**config.mk**
```make
export PLATFORM = sky130hd
export DESIGN_NAME = record_fifo
export DESIGN_NICKNAME = d
export VERILOG_FILES = /design/src/rtl/record_fifo.sv
export SDC_FILE = /design/constraint.sdc
export NUM_CORES = 1
export LEC_CHECK = 0
export BUFFER_PORTS_ARGS = -buffer_cell sky130_fd_sc_hd__buf_4
export CAP_MARGIN = 30
export CORE_MARGIN = 2
export CORE_UTILIZATION = 41
export DETAILED_ROUTE_END_ITERATION = 7
export PLACE_DENSITY = 0.57
export SLEW_MARGIN = 20
export SYNTH_ARGS = -nofsm -noshare
export SYNTH_HDL_FRONTEND = slang
export SYNTH_SLANG_ARGS = --single-unit
```
**constraint.sdc**
```tcl
create_clock -name clk -period 9.5 [get_ports clk]
set_input_delay 1.425 -clock clk [delete_from_list [all_inputs] [get_ports clk]]
set_output_delay 1.425 -clock clk [all_outputs]
set_load 0.1 [all_outputs]
```
**src/rtl/record_fifo.sv**
```systemverilog
// Word-in / record-out FIFO: packs words into records, supports flush with padding and a length tag.
// Define RECORD_FIFO_STATS_EN to add overflow/flush statistics counters.
module record_fifo #(
    parameter int unsigned          WORD_SIZE         = 8,
    parameter int unsigned          RECORD_WORDS      = 4,
    parameter int unsigned          SLOTS             = 4,
    parameter int unsigned          ALMOST_FULL_SLOTS = 1,
    parameter logic [WORD_SIZE-1:0] PAD_WORD          = '0
) (
    input  logic                              clk,
    input  logic                              rst,
    input  logic                              in_valid,
    input  logic [WORD_SIZE-1:0]              in_data,
    output logic                              in_ready,
    input  logic                              flush,
    output logic                              out_valid,
    output logic [RECORD_WORDS*WORD_SIZE-1:0] out_data,
    output logic [$clog2(RECORD_WORDS):0]     out_len,
    input  logic                              out_ready,
    output logic [$clog2(SLOTS):0]            records_level,
    output logic                              almost_full
`ifdef RECORD_FIFO_STATS_EN
    ,
    input  logic                              stats_clr,
    output logic [15:0]                       ovf_cnt,
    output logic [15:0]                       flush_cnt
`endif
);

    localparam int unsigned Storage = SLOTS * RECORD_WORDS;
    localparam int unsigned IdxW    = $clog2(RECORD_WORDS);
    localparam int unsigned AddrW   = $clog2(Storage);
    localparam int unsigned PtrW    = AddrW + 1;
    localparam int unsigned LenW    = IdxW + 1;
    localparam int unsigned LvlW    = $clog2(SLOTS) + 1;
    localparam int unsigned RecW    = PtrW - IdxW;

    logic [PtrW-1:0]      wr_ptr, rd_ptr;
    logic [PtrW-1:0]      used, used_ceil, slots_used;
    logic [PtrW-1:0]      wr_ptr_w, wr_ptr_d;
    logic                 wr_en, commit_full, flush_eff, load;
    logic [AddrW-IdxW-1:0] wr_slot, rd_slot;
    logic [WORD_SIZE-1:0] mem [Storage];
    logic [LenW-1:0]      tag [SLOTS];
    logic [RECORD_WORDS*WORD_SIZE-1:0] rd_data;

    // Pointers carry one extra bit so full and empty are distinguishable.
    assign used          = wr_ptr - rd_ptr;
    assign in_ready      = used < PtrW'(Storage);
    assign wr_en         = in_valid && in_ready;
    assign wr_slot       = wr_ptr[AddrW-1:IdxW];
    assign rd_slot       = rd_ptr[AddrW-1:IdxW];
    assign records_level = LvlW'(used >> IdxW);
    assign used_ceil     = used + PtrW'(RECORD_WORDS - 1);
    assign slots_used    = used_ceil >> IdxW;
    assign almost_full   = (SLOTS - 32'(slots_used)) <= ALMOST_FULL_SLOTS;
    assign load          = (!out_valid || out_ready) && (records_level != '0);

    // The same-cycle write lands first; flush then closes whatever partial record remains.
    always_comb begin
        wr_ptr_w    = wr_ptr + PtrW'(wr_en);
        commit_full = wr_en && (wr_ptr_w[IdxW-1:0] == '0);
        flush_eff   = flush && (wr_ptr_w[IdxW-1:0] != '0);
        wr_ptr_d    = wr_ptr_w;
        if (flush_eff) begin
            wr_ptr_d = {wr_ptr_w[PtrW-1:IdxW] + RecW'(1), {IdxW{1'b0}}};
        end
    end

    always_ff @(posedge clk) begin
        if (!rst && wr_en) begin
            mem[wr_ptr[AddrW-1:0]] <= in_data;
        end
        if (!rst && commit_full) begin
            tag[wr_slot] <= LenW'(RECORD_WORDS);
        end else if (!rst && flush_eff) begin
            tag[wr_slot] <= {1'b0, wr_ptr_w[IdxW-1:0]};
        end
    end

    always_comb begin
        rd_data = '0;
        for (int i = 0; i < RECORD_WORDS; i++) begin
            rd_data[i*WORD_SIZE +: WORD_SIZE] =
                (LenW'(i) < tag[rd_slot]) ? mem[rd_ptr[AddrW-1:0] + AddrW'(i)] : PAD_WORD;
        end
    end

    always_ff @(posedge clk) begin
        if (rst) begin
            wr_ptr    <= '0;
            rd_ptr    <= '0;
            out_valid <= 1'b0;
            out_data  <= '0;
            out_len   <= '0;
        end else begin
            wr_ptr <= wr_ptr_d;
            if (load) begin
                rd_ptr    <= rd_ptr + PtrW'(RECORD_WORDS);
                out_valid <= 1'b1;
                out_data  <= rd_data;
                out_len   <= tag[rd_slot];
            end else if (out_ready) begin
                out_valid <= 1'b0;
            end
        end
    end

`ifdef RECORD_FIFO_STATS_EN
    always_ff @(posedge clk) begin
        if (rst || stats_clr) begin
            ovf_cnt   <= '0;
            flush_cnt <= '0;
        end else begin
            if (in_valid && !in_ready && ovf_cnt != 16'hFFFF) begin
                ovf_cnt <= ovf_cnt + 16'd1;
            end
            if (flush_eff && flush_cnt != 16'hFFFF) begin
                flush_cnt <= flush_cnt + 16'd1;
            end
        end
    end
`else
    // Statistics counters are not built in this configuration.
`endif

endmodule
```
==> qor.yml, run 1 <==
final_layout:
  area_delta_synth_final_pct: 17.2
  nets: 453
  drive_above_1_share_pct: 27.5
  diodes: 0
  stdcell_count: 667
synth:
  synthesis.nets: 397
  synth_seq_cells: 186
  post_synth_inst_count: 378
  synthDistinctLibCells: 37
  synth_ff_type: "edfxtp_1"
  async_flop_share_pct: 0
  synth_area_sq_mm: 0.00695
  yosysSeqAreaShare_pct: 73.7
  synth-edff-count: 140
  yosys_warnings: 0
  synth_area_per_cell_sq_um: 18.4
sta:
  tightestPinTransition_ns: 0.855
  final.min_clock_period_ns: 4.45
  max_freq_mhz: 225
  finalMaxSlewViolations: 0
  setup_viol: 0
  hold_viol_final: 0
  rsz0062_at_grt: "no"
  fin_ws_ns: 5.05
  tns_ns: 0
  post-route-period-util_pct: 46.9
  slew_headroom_pct: 42.8
  finClkSkew_ns: 0.0116
  hold_slack_ns: 0.463
routing:
  drt_first_pass_iters: 4
  dr.first_iter.drc_count: 313
  via_count: 3502
  ant_nets: 0
  viasPerCell: 5.25
  route.detailed.drc: 0
  drt-met1-wl_mm: 5.82
  top_layer: "met4"
  met3RoutedLength_um: 747
  routed_wirelength_mm: 13.7
  wl_met2_mm: 6.93
  route.detailed.wl_per_inst_um: 20.5
floorplanning:
  die_h_um: 134
  core-area_sq_mm: 0.0166
  start_util_pct: 41.9
  die_x_um: 134
  rows: 47
  die_area_sq_mm: 0.0180
  io_pins: 54
cts:
  root_buffer: "clkbuf_16"
  clk_latency_ns: 0.44
  cts_max_level: 4
  cts_tree: "done"
  clockBufferDepth: 2
  clkTransAtPathRegs_ns: 0.07
  cts.sinks: 186
  cts-resized-gates: 0
  cts_setup_buffers: 0
  cts_buffers: 17
  postCtsHoldBufs: 0
grt:
  grt_start_max_net_pins: 33
  grt_pass1_wl_mm: 21.3
  antenna_found_initial: 0
  grtUsageTotal_pct: 16.5
  grt_pass1_vias: 3619
  overflow: 0
place:
  routabilityCongestion: 0.770
  place_hpwl_mm: 8.54
  dp_slack_ns: 5.48
  placed_cells: 635
  portBuffers: 53
setup_path:
  cp_max_fo: 17
  startpoint_type: "flop"
  end_kind: "output pin"
  worstPathRequired_ns: 8.08
  cp.arrival_ns: 3.03
  critical_path_class: "reg2out"
hold_path:
  worstHoldPathType: "reg2reg"
outcome:
  status: "finished, final reports clean"
run:
  cap_viol_max_count: 0
[cells by family (layout without fill, tap and decap cells)]
group                    count (synthesis)  after routing  synth area share, %
XOR/XNOR                                 7              7                 1.08
AND/OR/NAND/NOR                         59             59                 3.83
adder cells (fa/ha/maj)                  6              6                 1.19
multiplexers                            40             40                 12.1
AO/OA/AOI/OAI                           44             44                 5.42
flip-flops                             186            186                 73.7
buffers and inverters                   36            105                 2.68
[placed cells by master (no fill, tap or decap), types with 8 or more instances in the layout]
cell type	count
clkbuf_16	17
o2bb2ai_1	8
dfxtp_1	45
edfxtp_1	140
inv_1	17
nor2_1	35
mux4_2	35
a22o_1	16
a32o_1	8
buf_4	55
[cell type report]
cell class,instances,area [sq um]
sequential,186,5130
clock buffer,20,437
multi-input combinational,156,1640
clock inverter,12,174
fill,1405,8440
tap,220,275
inverter,17,63.8
timing repair buffer,56,433
[synth_stat cells (5+ instances only)]
master	number	share of area (%)
nor2_1	35	1.9
inv_1	17	0.92
dfxtp_1	46	13
mux2i_1	5	0.72
mux4_2	35	11
o2bb2ai_1	8	1.0
a22o_1	16	2.0
edfxtp_1	140	60
buf_4	6	0.65
buf_2	5	0.36
nand2_1	5	0.27
ha_1	5	0.90
a32o_1	8	1.2
[stage by stage]
stage,instance area (sq um),utilization [%]
2_1_floorplan,6950,-
3_3_place_gp,7520,45.3
3_5_place_dp,7540,45.5
4_1_cts,8150,49.1
5_1_grt,8150,49.1
6_report,8150,49.1
[critical path: stages, from the launching register on]
cell     delay, ns
dfxtp_2       0.61
buf_12        0.25
ha_1          0.17
inv_1         0.05
fa_1          0.38
xnor3_1       0.51
nand3_1       0.12
o21ai_0       0.18
buf_4         0.32
[layer usage]
metal	up-vias	GRT usage, %
li1	1594	-
met1	1795	21.0
met2	98	27.2
met3	15	4.84
met4	0	5.50
met5	-	0
[registers in the layout (all words and copies together) (netlist names), named ones only]
| register | flops |
|---|---|
| tag | 12 |
| mem | 128 |
| out_valid | 1 |
| rd_ptr | 3 |
| out_data | 32 |
| wr_ptr | 5 |
| out_len | 3 |
[worst paths after layout]
check | start | to | slack, ns | depth (start not counted)
worst min register to register | out_data[14] | out_data[14] | 0.46 | 1
worst max-delay path | rd_ptr[2] | almost_full | 5.05 | 8
worst max register to register | rd_ptr[2] | tag[3][2] | 5.79 | 11
worst min-delay path | out_data[14] | out_data[14] | 0.46 | 1
Power of run 1 is left out: the tool's default activity adds up to more than one toggle a clock period on the data nets, which glitch-free logic cannot reach.
==> inputs of run 2 (changes only) <==
--- a/config.mk
+++ b/config.mk
@@ -10,7 +10,7 @@
 export CORE_MARGIN = 2
 export CORE_UTILIZATION = 41
 export DETAILED_ROUTE_END_ITERATION = 7
-export PLACE_DENSITY = 0.57
+export PLACE_DENSITY = 0.59
 export SLEW_MARGIN = 20
 export SYNTH_ARGS = -nofsm -noshare
 export SYNTH_HDL_FRONTEND = slang
==> constraint.sdc (replaced) <==
create_clock -name clk -period 3.83 [get_ports clk]
set_input_delay 0.5745 -clock clk [delete_from_list [all_inputs] [get_ports clk]]
set_output_delay 0.5745 -clock clk [all_outputs]
set_load 0.1 [all_outputs]
==> qor.yml, run 2 (same netlist as run 1, synthesis figures left out) <==
routing:
  via_count: 3498
  dr.first_iter.drc_count: 264
  route.detailed.drc: 0
  ant_nets: 0
  routed_wirelength_mm: 13.6
  drt_first_pass_iters: 4
  route.detailed.wl_per_inst_um: 20.2
  viasPerCell: 5.19
cts:
  postCtsHoldBufs: 0
  cts_buffers: 17
  cts_tree: "done"
  root_buffer: "clkbuf_16"
  cts_max_level: 4
  clkTransAtPathRegs_ns: 0.07
  clk_latency_ns: 0.42
  clockBufferDepth: 2
  cts_setup_buffers: 0
  cts-resized-gates: 0
  cts.sinks: 186
final_layout:
  layout_common_cells: "140 x edfxtp_1, 64 x buf_4, 45 x dfxtp_1"
  nets: 461
  layout_commonest_cell: "edfxtp_1"
  diodes: 0
  nFillCells: 1411
  area_delta_synth_final_pct: 17.5
  largest_reg_flops: 128
  regArea_sq_mm: 0.00513
  multiInputGateArea_sq_mm: 0.00164
  drive_above_1_share_pct: 28.9
grt:
  grt_pass1_vias: 3757
  grt_pass1_wl_mm: 21.2
  grtUsageTotal_pct: 16.4
  overflow: 0
  grt_start_max_net_pins: 33
  antenna_found_initial: 0
sta:
  rsz0062_at_grt: "no"
  post-route-period-util_pct: 87.1
  slew_headroom_pct: 46.8
  hold_viol_final: 0
  tns_ns: 0
  tightestPinTransition_ns: 0.795
  setup_viol: 0
  finalMaxSlewViolations: 0
  max_freq_mhz: 300
  final.min_clock_period_ns: 3.34
  finClkSkew_ns: 0.00822
floorplanning:
  die_x_um: 134
  die_area_sq_mm: 0.0180
  io_pins: 54
  start_util_pct: 41.9
  core-area_sq_mm: 0.0166
  die_h_um: 134
  rows: 47
setup_path:
  critical_path_class: "reg2reg"
  cp.arrival_ns: 3.45
  reg2reg_from: "wr_ptr[2]"
  cp_max_fo: 11
  worstPathRequired_ns: 3.94
  reg2reg_to: "tag[0][0]"
  startpoint_type: "flop"
  end_kind: "flop"
  r2r_slack_ns: 0.49
  worstRegToRegCells: 11
place:
  portBuffers: 53
  routabilityCongestion: 0.750
  place_hpwl_mm: 8.58
hold_path:
  min_to: "wr_ptr[0]"
  hold_start: "flush"
  hold_depth: 2
  worstHoldPathType: "in2reg"
run:
  cap_viol_max_count: 0
outcome:
  status: "finished, final reports clean"
## run 2: worst max-delay path by stage
stage              start          end  slack [ns]  depth (start not counted)
5_1_grt        wr_ptr[2]    tag[0][1]        0.28                         11
3_5_place_dp   wr_ptr[2]    tag[0][0]        0.55                         11
2_1_floorplan  rd_ptr[3]  almost_full        0.49                          8
6_report       wr_ptr[2]    tag[0][0]        0.49                         11
4_1_cts        wr_ptr[2]    tag[0][0]        0.52                         11
3_3_place_gp   wr_ptr[2]    tag[0][0]        0.69                         11
## run 2: per-stage QoR
step | setup slack [ns] | std cells | hold WS (ns) | instance area, sq um | util (%)
after floorplan | 0.485 | 378 | 0.457 | 6950 | -
after global placement | 0.689 | 643 | 0.445 | 7590 | 45.8
after detailed placement | 0.546 | 643 | 0.450 | 7590 | 45.8
after CTS | 0.518 | 674 | 0.319 | 8170 | 49.3
after global routing | 0.278 | 674 | 0.333 | 8170 | 49.3
final | 0.495 | 674 | 0.340 | 8170 | 49.3
## run 2: final cells by class
class,instances,area share (%)
clock inverter,12,1.81
clock buffer,19,5.30
tap,220,3.37
timing repair buffer,64,5.88
inverter,17,0.781
multi-input combinational,156,20.1
sequential,186,62.8
## run 2: metal layers
| layer | track usage (%) | wire [um] |
|---|---|---|
| met1 | 21.2 | 6170 |
| met2 | 26.8 | 6710 |
| met3 | 4.35 | 566 |
| met4 | 5.96 | 197 |
| met5 | 0 | 0 |
## run 2: critical path, cell delays in order, from the launching register on
cell     delay, ns
dfxtp_1       0.37
inv_1         0.10
ha_1          0.15
inv_1         0.05
fa_1          0.36
xnor3_1       0.56
nor2_1        0.10
ha_1          0.23
ha_1          0.33
o41ai_1       0.35
nand2_1       0.17
nor2_1        0.25
Power of run 2 is left out for the same reason.
==> inputs of run 3 (changes only) <==
--- a/config.mk
+++ b/config.mk
@@ -10,7 +10,7 @@
 export CORE_MARGIN = 2
 export CORE_UTILIZATION = 41
 export DETAILED_ROUTE_END_ITERATION = 7
-export PLACE_DENSITY = 0.59
+export PLACE_DENSITY = 0.57
 export SLEW_MARGIN = 20
 export SYNTH_ARGS = -nofsm -noshare
 export SYNTH_HDL_FRONTEND = slang
==> constraint.sdc (replaced) <==
create_clock -name clk -period 3.65 [get_ports clk]
set_input_delay 0.5475 -clock clk [delete_from_list [all_inputs] [get_ports clk]]
set_output_delay 0.5475 -clock clk [all_outputs]
set_load 0.1 [all_outputs]
==> qor.yml, run 3 (same netlist as run 1, synthesis figures left out) <==
routing:
  route.detailed.wl_per_inst_um: 20.1
  ant_nets: 0
  viasPerCell: 5.12
  routed_wirelength_mm: 13.8
  via_count: 3509
  route.detailed.drc: 0
  drt_first_pass_iters: 4
  dr.first_iter.drc_count: 331
outcome:
  status: "finished, final reports clean"
floorplanning:
  die_h_um: 134
  die_x_um: 134
  rows: 47
  die_area_sq_mm: 0.0180
  start_util_pct: 41.9
  io_pins: 54
  core-area_sq_mm: 0.0166
setup_path:
  cp.arrival_ns: 2.42
  end_kind: "output pin"
  critical_path_class: "reg2out"
  startpoint_type: "flop"
  worstPathRequired_ns: 3.10
  cp_max_fo: 10
place:
  portBuffers: 53
  routabilityCongestion: 0.743
  placed_cells: 653
  place_hpwl_mm: 8.61
cts:
  cts_max_level: 4
  clk_latency_ns: 0.42
  clkTransAtPathRegs_ns: 0.07
  cts.sinks: 186
  cts_setup_buffers: 0
  clockBufferDepth: 2
  root_buffer: "clkbuf_16"
  postCtsHoldBufs: 0
  cts_buffers: 17
  cts_tree: "done"
  cts-resized-gates: 0
final_layout:
  layout_common_cells: "140 x edfxtp_1, 74 x buf_4, 45 x dfxtp_1"
  area_delta_synth_final_pct: 18.8
  stdcell_count: 685
  diodes: 0
  drive_above_1_share_pct: 29.5
  layout_commonest_cell: "edfxtp_1"
  nets: 471
  largest_reg_flops: 128
sta:
  rsz0062_at_grt: "no"
  finClkSkew_ns: 0.00896
  max_freq_mhz: 337
  hold_viol_final: 0
  post-route-period-util_pct: 81.2
  tns_ns: 0
  tightestPinTransition_ns: 0.704
  finalMaxSlewViolations: 0
  setup_viol: 0
  final.min_clock_period_ns: 2.96
  slew_headroom_pct: 52.9
grt:
  grtUsageTotal_pct: 16.6
  grt_start_max_net_pins: 33
  grt_pass1_vias: 3753
  overflow: 0
  antenna_found_initial: 0
  grt_pass1_wl_mm: 21.6
run:
  cap_viol_max_count: 0
hold_path:
  worstHoldPathType: "in2reg"
run 3: cell types whose count changed in the layout (fill, tap and decap cells not counted), moves of 2 or more:
cell / change
clkinv_1: +3
buf_4: +10
inv_6: -3
clkbuf_1: +2
clkinv_2: -2
run 3: area by class of cell:
class                           instances  area, sq um
Timing Repair Buffer                   74          556
Sequential cell                       186         5130
Fill cell                            1427         8330
Inverter                               17         63.8
Tap cell                              220          275
Clock inverter                         11          151
Multi-Input combinational cell        156         1640
Clock buffer                           21          440
run 3: stage by stage:
| step | hold WS [ns] | setup slack [ns] | instance area [sq um] | util (%) |
|---|---|---|---|---|
| after global routing | 0.302 | 0.476 | 8260 | 49.8 |
| final | 0.317 | 0.685 | 8260 | 49.8 |
| after detailed placement | 0.448 | 0.779 | 7660 | 46.2 |
| after global placement | 0.446 | 0.843 | 7660 | 46.2 |
| after CTS | 0.297 | 0.662 | 8260 | 49.8 |
| after floorplan | 0.457 | 0.305 | 6950 | - |
run 3: path summary, 6_finish.rpt:
path | start | slack, ns | cells after the start | endpoint
min | flush | 0.32 | 2 | wr_ptr[1]
min reg2reg | out_data[13] | 0.46 | 1 | out_data[13]
max | wr_ptr[2] | 0.69 | 10 | almost_full
max reg2reg | wr_ptr[2] | 0.72 | 11 | tag[1][1]
run 3: worst max-delay path, stage by stage (launching register included):
cell     delay, ns
dfxtp_1       0.37
inv_1         0.09
ha_1          0.15
inv_1         0.05
fa_1          0.38
xnor3_1       0.21
buf_4         0.19
a21oi_1       0.12
nand2_1       0.07
o21ai_2       0.06
buf_4         0.30
run 3: routing by layer:
metal | vias to the layer above | part of all wire (%) | routed length (um) | track usage [%]
li1 | 1633 | - | - | -
met1 | 1778 | 44 | 6040 | 22.2
met2 | 89 | 50 | 6850 | 27.1
met3 | 9 | 5.6 | 770 | 3.89
met4 | 0 | 0.78 | 108 | 5.44
met5 | - | 0 | 0 | 0
Power of run 3 is left out for the same reason.
